File: src/rtl/pll_clock_monitor_if.sv
// rtl/pll_clock_monitor_if.sv - control/status bundle between software-side logic and the PLL clock monitor
interface pll_clock_monitor_if #(
  parameter int CNT_W = 16
);
  logic             enable;
  logic [CNT_W-1:0] min_count;
  logic [CNT_W-1:0] max_count;
  logic             req_pll_sel;
  logic [2:0]       sel_in;
  logic [2:0]       sel2_in;
  logic             fault_clr;
  logic             ext_clk_sel;
  logic [2:0]       sel;
  logic [2:0]       sel2;
  logic             pll_locked;
  logic [CNT_W-1:0] meas_count;
  logic             meas_valid;
  logic             fault;

  modport master (
    output enable, min_count, max_count, req_pll_sel, sel_in, sel2_in, fault_clr,
    input  ext_clk_sel, sel, sel2, pll_locked, meas_count, meas_valid, fault
  );

  modport slave (
    input  enable, min_count, max_count, req_pll_sel, sel_in, sel2_in, fault_clr,
    output ext_clk_sel, sel, sel2, pll_locked, meas_count, meas_valid, fault
  );
endinterface

File: src/rtl/pll_clock_monitor.sv
// rtl/pll_clock_monitor.sv - PLL frequency qualification, lock hysteresis and clock-mux select sequencing
module pll_clock_monitor #(
  parameter int         WIN_EXT    = 16,
  parameter int         CNT_W      = 16,
  parameter int         LOCK_COUNT = 3,
  parameter logic [2:0] SEL_RST    = 3'b001
) (
  input  logic               pll_clk,
  input  logic               resetb,
  input  logic               ext_clk,
  pll_clock_monitor_if.slave mon
);

  localparam int EW = $clog2(WIN_EXT + 1);
  localparam int SW = $clog2(LOCK_COUNT + 1);

  localparam logic [1:0] ST_IDLE = 2'd0;
  localparam logic [1:0] ST_ARM  = 2'd1;
  localparam logic [1:0] ST_MEAS = 2'd2;

  localparam logic [EW-1:0]    EDGE_ONE   = EW'(1);
  localparam logic [EW-1:0]    EDGE_LAST  = EW'(WIN_EXT);
  localparam logic [SW-1:0]    STREAK_ONE = SW'(1);
  localparam logic [SW-1:0]    STREAK_MAX = SW'(LOCK_COUNT);
  localparam logic [CNT_W:0]   WIDE_ONE   = (CNT_W+1)'(1);
  localparam logic [CNT_W-1:0] CNT_ONE    = CNT_W'(1);

  logic             ext_s1, ext_s2, ext_hist, ext_rise;
  logic [1:0]       state;
  logic [CNT_W-1:0] counter;
  logic [EW-1:0]    edge_cnt;
  logic [SW-1:0]    streak, streak_next;
  logic [CNT_W:0]   cnt_inc, min_wide, max_wide, capture, cap_q;
  logic             counting, timeout, win_end, good;
  logic             meas_valid_q, pll_locked_q, locked_next;
  logic             ext_clk_sel_q, fault_q, fault_set;
  logic [CNT_W-1:0] meas_count_q;
  logic [2:0]       sel_q, sel2_q;

  always_ff @(posedge pll_clk or negedge resetb) begin
    if (!resetb) begin
      ext_s1   <= 1'b0;
      ext_s2   <= 1'b0;
      ext_hist <= 1'b0;
    end else begin
      ext_s1   <= ext_clk;
      ext_s2   <= ext_s1;
      ext_hist <= ext_s2;
    end
  end

  assign ext_rise = ext_s2 & ~ext_hist;

  // One extra bit so counter+1 and max_count+1 never wrap in the compares.
  assign min_wide = {1'b0, mon.min_count};
  assign max_wide = {1'b0, mon.max_count};
  assign cnt_inc  = {1'b0, counter} + WIDE_ONE;
  assign counting = mon.enable && (state == ST_ARM || state == ST_MEAS);
  assign timeout  = counting && (cnt_inc > max_wide);
  assign win_end  = mon.enable && (state == ST_MEAS) && ext_rise &&
                    (edge_cnt + EDGE_ONE == EDGE_LAST) && !timeout;
  assign capture  = timeout ? (max_wide + WIDE_ONE) : cnt_inc;

  always_ff @(posedge pll_clk or negedge resetb) begin
    if (!resetb) begin
      state    <= ST_IDLE;
      counter  <= '0;
      edge_cnt <= '0;
    end else if (!mon.enable) begin
      state    <= ST_IDLE;
      counter  <= '0;
      edge_cnt <= '0;
    end else begin
      case (state)
        ST_IDLE: begin
          counter  <= '0;
          edge_cnt <= '0;
          state    <= ST_ARM;
        end
        ST_ARM: begin
          if (timeout) begin
            counter <= '0;
          end else if (ext_rise) begin
            counter  <= '0;
            edge_cnt <= '0;
            state    <= ST_MEAS;
          end else begin
            counter <= counter + CNT_ONE;
          end
        end
        ST_MEAS: begin
          if (timeout) begin
            counter  <= '0;
            edge_cnt <= '0;
            state    <= ST_ARM;
          end else if (win_end) begin
            // Boundary edge closes this window and opens the next one.
            counter  <= '0;
            edge_cnt <= '0;
          end else begin
            if (ext_rise) edge_cnt <= edge_cnt + EDGE_ONE;
            if (counter != '1) counter <= counter + CNT_ONE;
          end
        end
        default: state <= ST_IDLE;
      endcase
    end
  end

  always_ff @(posedge pll_clk or negedge resetb) begin
    if (!resetb) begin
      meas_valid_q <= 1'b0;
      meas_count_q <= '0;
      cap_q        <= '0;
    end else begin
      meas_valid_q <= win_end | timeout;
      if (win_end | timeout) begin
        cap_q        <= capture;
        meas_count_q <= capture[CNT_W] ? '1 : capture[CNT_W-1:0];
      end
    end
  end

  // Range check uses the full-width capture so an overflowed window is never good.
  assign good = (min_wide <= cap_q) && (cap_q <= max_wide);

  always_comb begin
    streak_next = streak;
    locked_next = pll_locked_q;
    if (!mon.enable || state == ST_IDLE) begin
      streak_next = '0;
      locked_next = 1'b0;
    end else if (meas_valid_q) begin
      if (good) begin
        if (streak != STREAK_MAX) streak_next = streak + STREAK_ONE;
        if (streak_next == STREAK_MAX) locked_next = 1'b1;
      end else begin
        streak_next = '0;
        locked_next = 1'b0;
      end
    end
  end

  assign fault_set = mon.enable & meas_valid_q & pll_locked_q & ~good;

  always_ff @(posedge pll_clk or negedge resetb) begin
    if (!resetb) begin
      streak        <= '0;
      pll_locked_q  <= 1'b0;
      ext_clk_sel_q <= 1'b1;
      fault_q       <= 1'b0;
      sel_q         <= SEL_RST;
      sel2_q        <= SEL_RST;
    end else begin
      streak        <= streak_next;
      pll_locked_q  <= locked_next;
      ext_clk_sel_q <= ~(mon.req_pll_sel & locked_next);
      fault_q       <= fault_set | (fault_q & ~mon.fault_clr);
      // Dividers only follow software while the mux is still on ext_clk.
      if (ext_clk_sel_q) begin
        sel_q  <= mon.sel_in;
        sel2_q <= mon.sel2_in;
      end
    end
  end

  assign mon.ext_clk_sel = ext_clk_sel_q;
  assign mon.sel         = sel_q;
  assign mon.sel2        = sel2_q;
  assign mon.pll_locked  = pll_locked_q;
  assign mon.meas_count  = meas_count_q;
  assign mon.meas_valid  = meas_valid_q;
  assign mon.fault       = fault_q;

endmodule
File: src/flat_wrapper.sv
// flat-port wrapper written by rule: the top's interface ports become plain ports
module pll_clock_monitor_flat 
#(
  parameter int         WIN_EXT    = 16,
  parameter int         CNT_W      = 16,
  parameter int         LOCK_COUNT = 3,
  parameter logic [2:0] SEL_RST    = 3'b001
)
  (pll_clk, resetb, ext_clk, mon_enable, mon_min_count, mon_max_count, mon_req_pll_sel, mon_sel_in, mon_sel2_in, mon_fault_clr, mon_ext_clk_sel, mon_sel, mon_sel2, mon_pll_locked, mon_meas_count, mon_meas_valid, mon_fault);
  pll_clock_monitor_if #(.CNT_W(CNT_W)) mon_i ();
  input  logic pll_clk;
  input  logic resetb;
  input  logic ext_clk;
  input wire logic [$bits(mon_i.enable)-1:0] mon_enable;
  input wire logic [$bits(mon_i.min_count)-1:0] mon_min_count;
  input wire logic [$bits(mon_i.max_count)-1:0] mon_max_count;
  input wire logic [$bits(mon_i.req_pll_sel)-1:0] mon_req_pll_sel;
  input wire logic [$bits(mon_i.sel_in)-1:0] mon_sel_in;
  input wire logic [$bits(mon_i.sel2_in)-1:0] mon_sel2_in;
  input wire logic [$bits(mon_i.fault_clr)-1:0] mon_fault_clr;
  output wire logic [$bits(mon_i.ext_clk_sel)-1:0] mon_ext_clk_sel;
  output wire logic [$bits(mon_i.sel)-1:0] mon_sel;
  output wire logic [$bits(mon_i.sel2)-1:0] mon_sel2;
  output wire logic [$bits(mon_i.pll_locked)-1:0] mon_pll_locked;
  output wire logic [$bits(mon_i.meas_count)-1:0] mon_meas_count;
  output wire logic [$bits(mon_i.meas_valid)-1:0] mon_meas_valid;
  output wire logic [$bits(mon_i.fault)-1:0] mon_fault;
  assign mon_i.enable = mon_enable;
  assign mon_i.min_count = mon_min_count;
  assign mon_i.max_count = mon_max_count;
  assign mon_i.req_pll_sel = mon_req_pll_sel;
  assign mon_i.sel_in = mon_sel_in;
  assign mon_i.sel2_in = mon_sel2_in;
  assign mon_i.fault_clr = mon_fault_clr;
  assign mon_ext_clk_sel = mon_i.ext_clk_sel;
  assign mon_sel = mon_i.sel;
  assign mon_sel2 = mon_i.sel2;
  assign mon_pll_locked = mon_i.pll_locked;
  assign mon_meas_count = mon_i.meas_count;
  assign mon_meas_valid = mon_i.meas_valid;
  assign mon_fault = mon_i.fault;
  pll_clock_monitor #(.WIN_EXT(WIN_EXT), .CNT_W(CNT_W), .LOCK_COUNT(LOCK_COUNT), .SEL_RST(SEL_RST)) u_core (.pll_clk(pll_clk), .resetb(resetb), .ext_clk(ext_clk), .mon(mon_i));
endmodule
File: config.mk
export PLATFORM = sky130hd
export DESIGN_NAME = pll_clock_monitor_flat
export DESIGN_NICKNAME = d
export VERILOG_FILES = /design/src/rtl/pll_clock_monitor_if.sv /design/src/rtl/pll_clock_monitor.sv /design/src/flat_wrapper.sv
export SDC_FILE = /design/constraint.sdc
export NUM_CORES = 1
export LEC_CHECK = 0
export CAP_MARGIN = 20
export CORE_ASPECT_RATIO = 1.2
export CORE_MARGIN = 10
export CORE_UTILIZATION = 50
export DETAILED_ROUTE_END_ITERATION = 10
export GPL_ROUTABILITY_DRIVEN = 0
export HOLD_SLACK_MARGIN = 0.15
export PLACE_DENSITY = 0.75
export SYNTH_ARGS = -nofsm -noshare
export SYNTH_HDL_FRONTEND = slang
export SYNTH_SLANG_ARGS = --single-unit
export TNS_END_PERCENT = 100
File: constraint.sdc
create_clock -name pll_clk -period 3.9 [get_ports pll_clk]
set_clock_uncertainty 0.2 [all_clocks]
set_input_delay 0.78 -clock pll_clk [delete_from_list [all_inputs] [get_ports pll_clk]]
set_output_delay 0.78 -clock pll_clk [all_outputs]
set_load 0.01 [all_outputs]
# Word level (Yosys, flattened, before mapping)
# Cells that the tools add are included.
# word_totals
ff_bits	71
inputBits	44
output_inout_bits	26
word_cells	95
# classes
add_sub_neg	5
n_lt_le_gt_ge	3
eq_ne	12
muxes	32
n_bitwise	12
reduce_logical	16
# ops
operator	count
16-bit two-way mux	7
16-bit case mux with 3 select lines	1
16-bit by 1-bit adder with 17-bit output, second input constant	2
5-bit two-way mux	6
2-bit two-way mux	11
17-bit by 16-bit greater-than comparator with 1-bit output	1
16-bit by 17-bit less-or-equal comparator with 1-bit output	1
17-bit by 16-bit less-or-equal comparator with 1-bit output	1
17-bit two-way mux	1
16-bit by 1-bit adder with 16-bit output, second input constant	1
16-bit != test, second input constant	1
5-bit case mux with 3 select lines	1
1-bit logical AND	7
1-bit AND	6
3-bit by 2-bit != test with 1-bit output, second input constant	2
2-bit case mux with 3 select lines	1
5-bit by 1-bit adder with 5-bit output, second input constant	1
5-bit == test, second input constant	1
5-bit by 2-bit != test with 1-bit output, second input constant	1
5-bit by 3-bit != test with 1-bit output, second input constant	1
2-bit == test, second input constant	2
1-bit two-way mux	4
4-bit by 1-bit != test with 1-bit output, second input constant	1
1-bit inverter	4
other kinds (12)	15

# Logic depth before layout (Yosys ltp)
# depth
depth_word	12
ltp_mapped	17
ltp_nobuf	16

# Worst setup path before layout
# OpenSTA, ideal clock, no wires.
# synth_timing
path_type	register -> register
start	register u_core.counter[0]
end	register u_core.edge_cnt[0]
setup_ps	128
arrival_ps	3552
required_ps	3572
slack_ps	20
stages_incl_launch_ff	17
n_path_buf	0
synth_period_minus_slack_ps	3880
path_cell_list	dfrtp_1 ha_1 and4_1 nand2_1 nor2_1 and3_1 nand3_1 xnor2_1 ha_1 and2_1 a221o_1 a31oi_1 and4_4 nor2_4 mux2i_2 o21ai_4 mux2_1
# synth_via
elab_chain_len	9
word_cells_on_any_way	12
cone_classes	1 x add/sub; 1 x order compare; 2 x eq/ne; 4 x mux; 4 x reduce/logical
# synth_rtl
item	line_no	text
start: declaration	pll_clock_monitor.sv:30	logic [CNT_W-1:0] counter;
start signal: assignment	pll_clock_monitor.sv:88	counter <= counter + CNT_ONE;
start signal: assignment	pll_clock_monitor.sv:102	if (counter != '1) counter <= counter + CNT_ONE;
16-bit by 1-bit adder with 17-bit output *	pll_clock_monitor.sv:57	assign cnt_inc = {1'b0, counter} + WIDE_ONE;
17-bit by 16-bit greater-than comparator with 1-bit output *	pll_clock_monitor.sv:59	assign timeout = counting && (cnt_inc > max_wide);
1-bit logical AND *	pll_clock_monitor.sv:59	
1-bit zero test	pll_clock_monitor.sv:61	(edge_cnt + EDGE_ONE == EDGE_LAST) && !timeout;
1-bit logical AND	pll_clock_monitor.sv:61	
5-bit two-way mux	pll_clock_monitor.sv:96	end else if (win_end) begin
5-bit two-way mux	pll_clock_monitor.sv:92	if (timeout) begin
5-bit case mux with 3 select lines	pll_clock_monitor.sv:74	case (state)
5-bit two-way mux	pll_clock_monitor.sv:69	end else if (!mon.enable) begin
end signal: assignment	pll_clock_monitor.sv:101	if (ext_rise) edge_cnt <= edge_cnt + EDGE_ONE;
end: declaration	pll_clock_monitor.sv:31	logic [EW-1:0] edge_cnt;
# Every way passes the cells marked *; elsewhere a longest branch is shown, timed or not.
# A chain may end at the register's enable or synchronous reset.

# Final worst setup path
# layout_timing
start	register u_core.counter[6]
end	register u_core.edge_cnt[0]
# Same word-level chain as after synthesis.

==> flow_summary.json <==
{
  "overflow": 0,
  "async_reset_ff_share_pct": 100,
  "antenna_found_initial": 0,
  "grt_max_degree": 51,
  "synth_cell_types": 64,
  "cts_tree": "done",
  "relSlewSlack_pct": 61.3,
  "dpl.hpwl_mm": 10.1,
  "ys_ff_latch": 71,
  "die_x_um": 110,
  "die_y_um": 128,
  "drtPass1Iterations": 5,
  "start_kind": "register",
  "syn2layout_area_growth_pct": 29.2,
  "coreArea_um2": 9520,
  "final-hold-violation-count": 0,
  "drc": 0,
  "p_int_mw": 1.39,
  "max_freq_ghz": 0.262,
  "drive_above_1_share_pct": 13.5,
  "clkPwrFrac_pct": 44.3,
  "layout.nets": 717,
  "vdd.ir_drop.worst_v": 0.000206,
  "hold_path_class": "register to register",
  "setup_tns_ps": 0,
  "final_cells": 745,
  "syn_avg_cell_area_um2": 9.30,
  "cts_hold_buf": 0,
  "p_leak_nw": 3.03,
  "wl_mm": 13.2,
  "seq_power_share_pct": 40.1,
  "worst_pin_slew_ps": 581,
  "floorplan.rows": 39,
  "endpoint_kind": "register",
  "path_max_fanout": 5,
  "yosys.area.top_type_share_pct": 34.9,
  "io_pins": 70,
  "crit_required_ps": 3920,
  "grt_use_total_pct": 19.0,
  "htreeDepth": 3,
  "num-fill-cells": 751,
  "vias": 4342,
  "setup_viol": 0,
  "drtAntennaViolNets": 0,
  "cap_violations": 0,
  "die_area_um2": 14100,
  "power_frac_comb_pct": 15.6,
  "fin_crit_ps": 3810,
  "rsz0062_at_grt": "yes",
  "synth.largest_area_cell": "dfrtp_1",
  "grt_pass1_wl_mm": 21.5,
  "grt_pass1_vias": 4440,
  "power.share.switching_pct": 26.4,
  "multi_input_area_um2": 2920,
  "syn_inst": 524,
  "switchingPower_uw": 497,
  "slew_violations": 0,
  "cp.arrival_ps": 3840,
  "fin_util_pct": 66.1,
  "final.period_utilization_pct": 97.7,
  "routedWlPerCell_um": 17.7,
  "status": "complete, no violations",
  "synthesis.area_um2": 4870,
  "seq_area_frac_synth_pct": 36.6,
  "cts_buffers": 9,
  "vias_per_cell": 5.83,
  "ys_top_cells_by_area": "dfrtp_1 35%, ha_1 14%, xnor2_1 4.1%",
  "p_per_area_nw_per_um2": 299,
  "synth_edf_count": 0,
  "first_iter_violations": 261,
  "clkLatencyLatePin_ps": 340,
  "start_util_pct": 51.2,
  "clock_sinks": 71,
  "synth_ff_type": "dfrtp_1",
  "crit_type": "register to register",
  "path_clk_slew_ps": 60,
  "clockRootBuffer": "clkbuf_16",
  "synth_nets": 624,
  "ys_warn_count": 0,
  "antenna_cells": 0,
  "layout.area.seq_um2": 1780,
  "dp.cells": 722,
  "port_buffers": 69,
  "cts_buffer_depth": 2
}
## state kept, by name, summed over array words and instances (netlist names), 2 cells and up
name,count
u_core.edge_cnt,5
u_core.cap_q,17
u_core.mon.sel2,3
u_core.mon.sel,3
u_core.mon.meas_count,16
u_core.state,2
u_core.counter,16
u_core.streak,2
## per-layer routing
layer / global-route usage (%) / wire [um] / part of all wire (%)
met4: 5.83 / 208 / 1.6
met2: 34.3 / 7030 / 53
met3: 4.02 / 736 / 5.6
met1: 21.7 / 5230 / 40
met5: 0 / 0 / 0
## layout by cell type (no fill, tap or decap), types with 10 or more instances in the layout
cell type,n
a22o_1,10
ha_1,55
clkbuf_16,10
nor2_1,26
a21o_1,18
buf_4,26
inv_1,43
dfrtp_1,67
xnor2_1,21
nand2_1,48
a21oi_1,30
nand4_1,12
nand3_1,26
clkdlybuf4s50_1,68
o21ai_0,23
## worst max-delay path, cell delays in order (launching register included)
cell and delay, ps:
dfrtp_1 390, and3_4 230, nand4_2 160, or2_2 350
nor2_2 160, xnor2_2 190, ha_4 270, and2_1 180
a221o_1 340, a31oi_2 190, and4_4 280, nor2_4 60
mux2i_4 220, o21ai_4 130, mux2_1 350
## through the flow
stage                     cell area [um2]  hold WS [ps]  total power, mW  setup slack [ps]
after global routing                 6290           179             1.96             -49.8
after global placement               5830           135             1.02               122
after floorplan                      4870           131            0.914              20.1
after detailed placement             5830           139             1.03             -27.0
after CTS                            6160           153             1.87              21.4
final                                6290           149             1.88              87.8
## cell usage after synthesis (9+ instances only)
| master | instances |
|---|---|
| a31oi_1 | 9 |
| o21ai_0 | 25 |
| a22o_1 | 10 |
| nand3_1 | 27 |
| a21oi_1 | 30 |
| inv_1 | 43 |
| xnor2_1 | 23 |
| ha_1 | 56 |
| nand2_1 | 48 |
| nor2_1 | 28 |
| nand4_1 | 12 |
| dfrtp_1 | 68 |
| a21o_1 | 18 |
## final cells by class
cell class | count | share of cell area (%)
Inverter | 43 | 2.57
Sequential cell | 71 | 28.3
Multi-Input combinational cell | 393 | 46.5
Clock buffer | 9 | 3.58
Tap cell | 123 | 2.45
Timing Repair Buffer | 99 | 15.4
Clock inverter | 7 | 1.27
## what timing repair did
item                                    in CTS  in global routing
setup buffers                                0                  5
pin swaps                                    0                  4
endpoints found under the setup margin       4                 56
gates cloned                                 0                  1
resized for setup                            3                 12
## path summary, 6_finish.rpt
check | from | to | slack [ps] | depth (start not counted)
min | u_core.ext_s1 | u_core.ext_s2 | 150 | 0
max reg2reg | u_core.counter[6] | u_core.edge_cnt[0] | 90 | 14
max in group asynchronous | resetb | u_core.mon.ext_clk_sel | 2420 | 3
min reg2reg | u_core.ext_s1 | u_core.ext_s2 | 150 | 0
max | u_core.counter[6] | u_core.edge_cnt[0] | 90 | 14
min in group asynchronous | resetb | u_core.counter[3] | 230 | 1
## cells by family (layout without fill, tap and decap cells)
| logic type | count (synthesis) | after routing | synth area share, % |
|---|---|---|---|
| mux | 15 | 15 | 3.39 |
| flops | 71 | 71 | 36.6 |
| xor+xnor | 28 | 28 | 5.03 |
| fa+ha+maj | 56 | 56 | 14.4 |
| compound gates | 128 | 128 | 18.1 |
| simple gates | 166 | 166 | 17.6 |
| buf+inv | 60 | 158 | 4.91 |
## power by group through the flow
stage | Clock, mW | Sequential (mW) | Combinational, mW
2_1_floorplan | 0 | 0.770 | 0.144
3_3_place_gp | 0 | 0.767 | 0.256
3_5_place_dp | 0 | 0.768 | 0.265
4_1_cts | 0.844 | 0.755 | 0.272
5_1_grt | 0.885 | 0.756 | 0.323
6_report | 0.835 | 0.755 | 0.293
No activity file was read; power rests on OpenSTA's default activity.
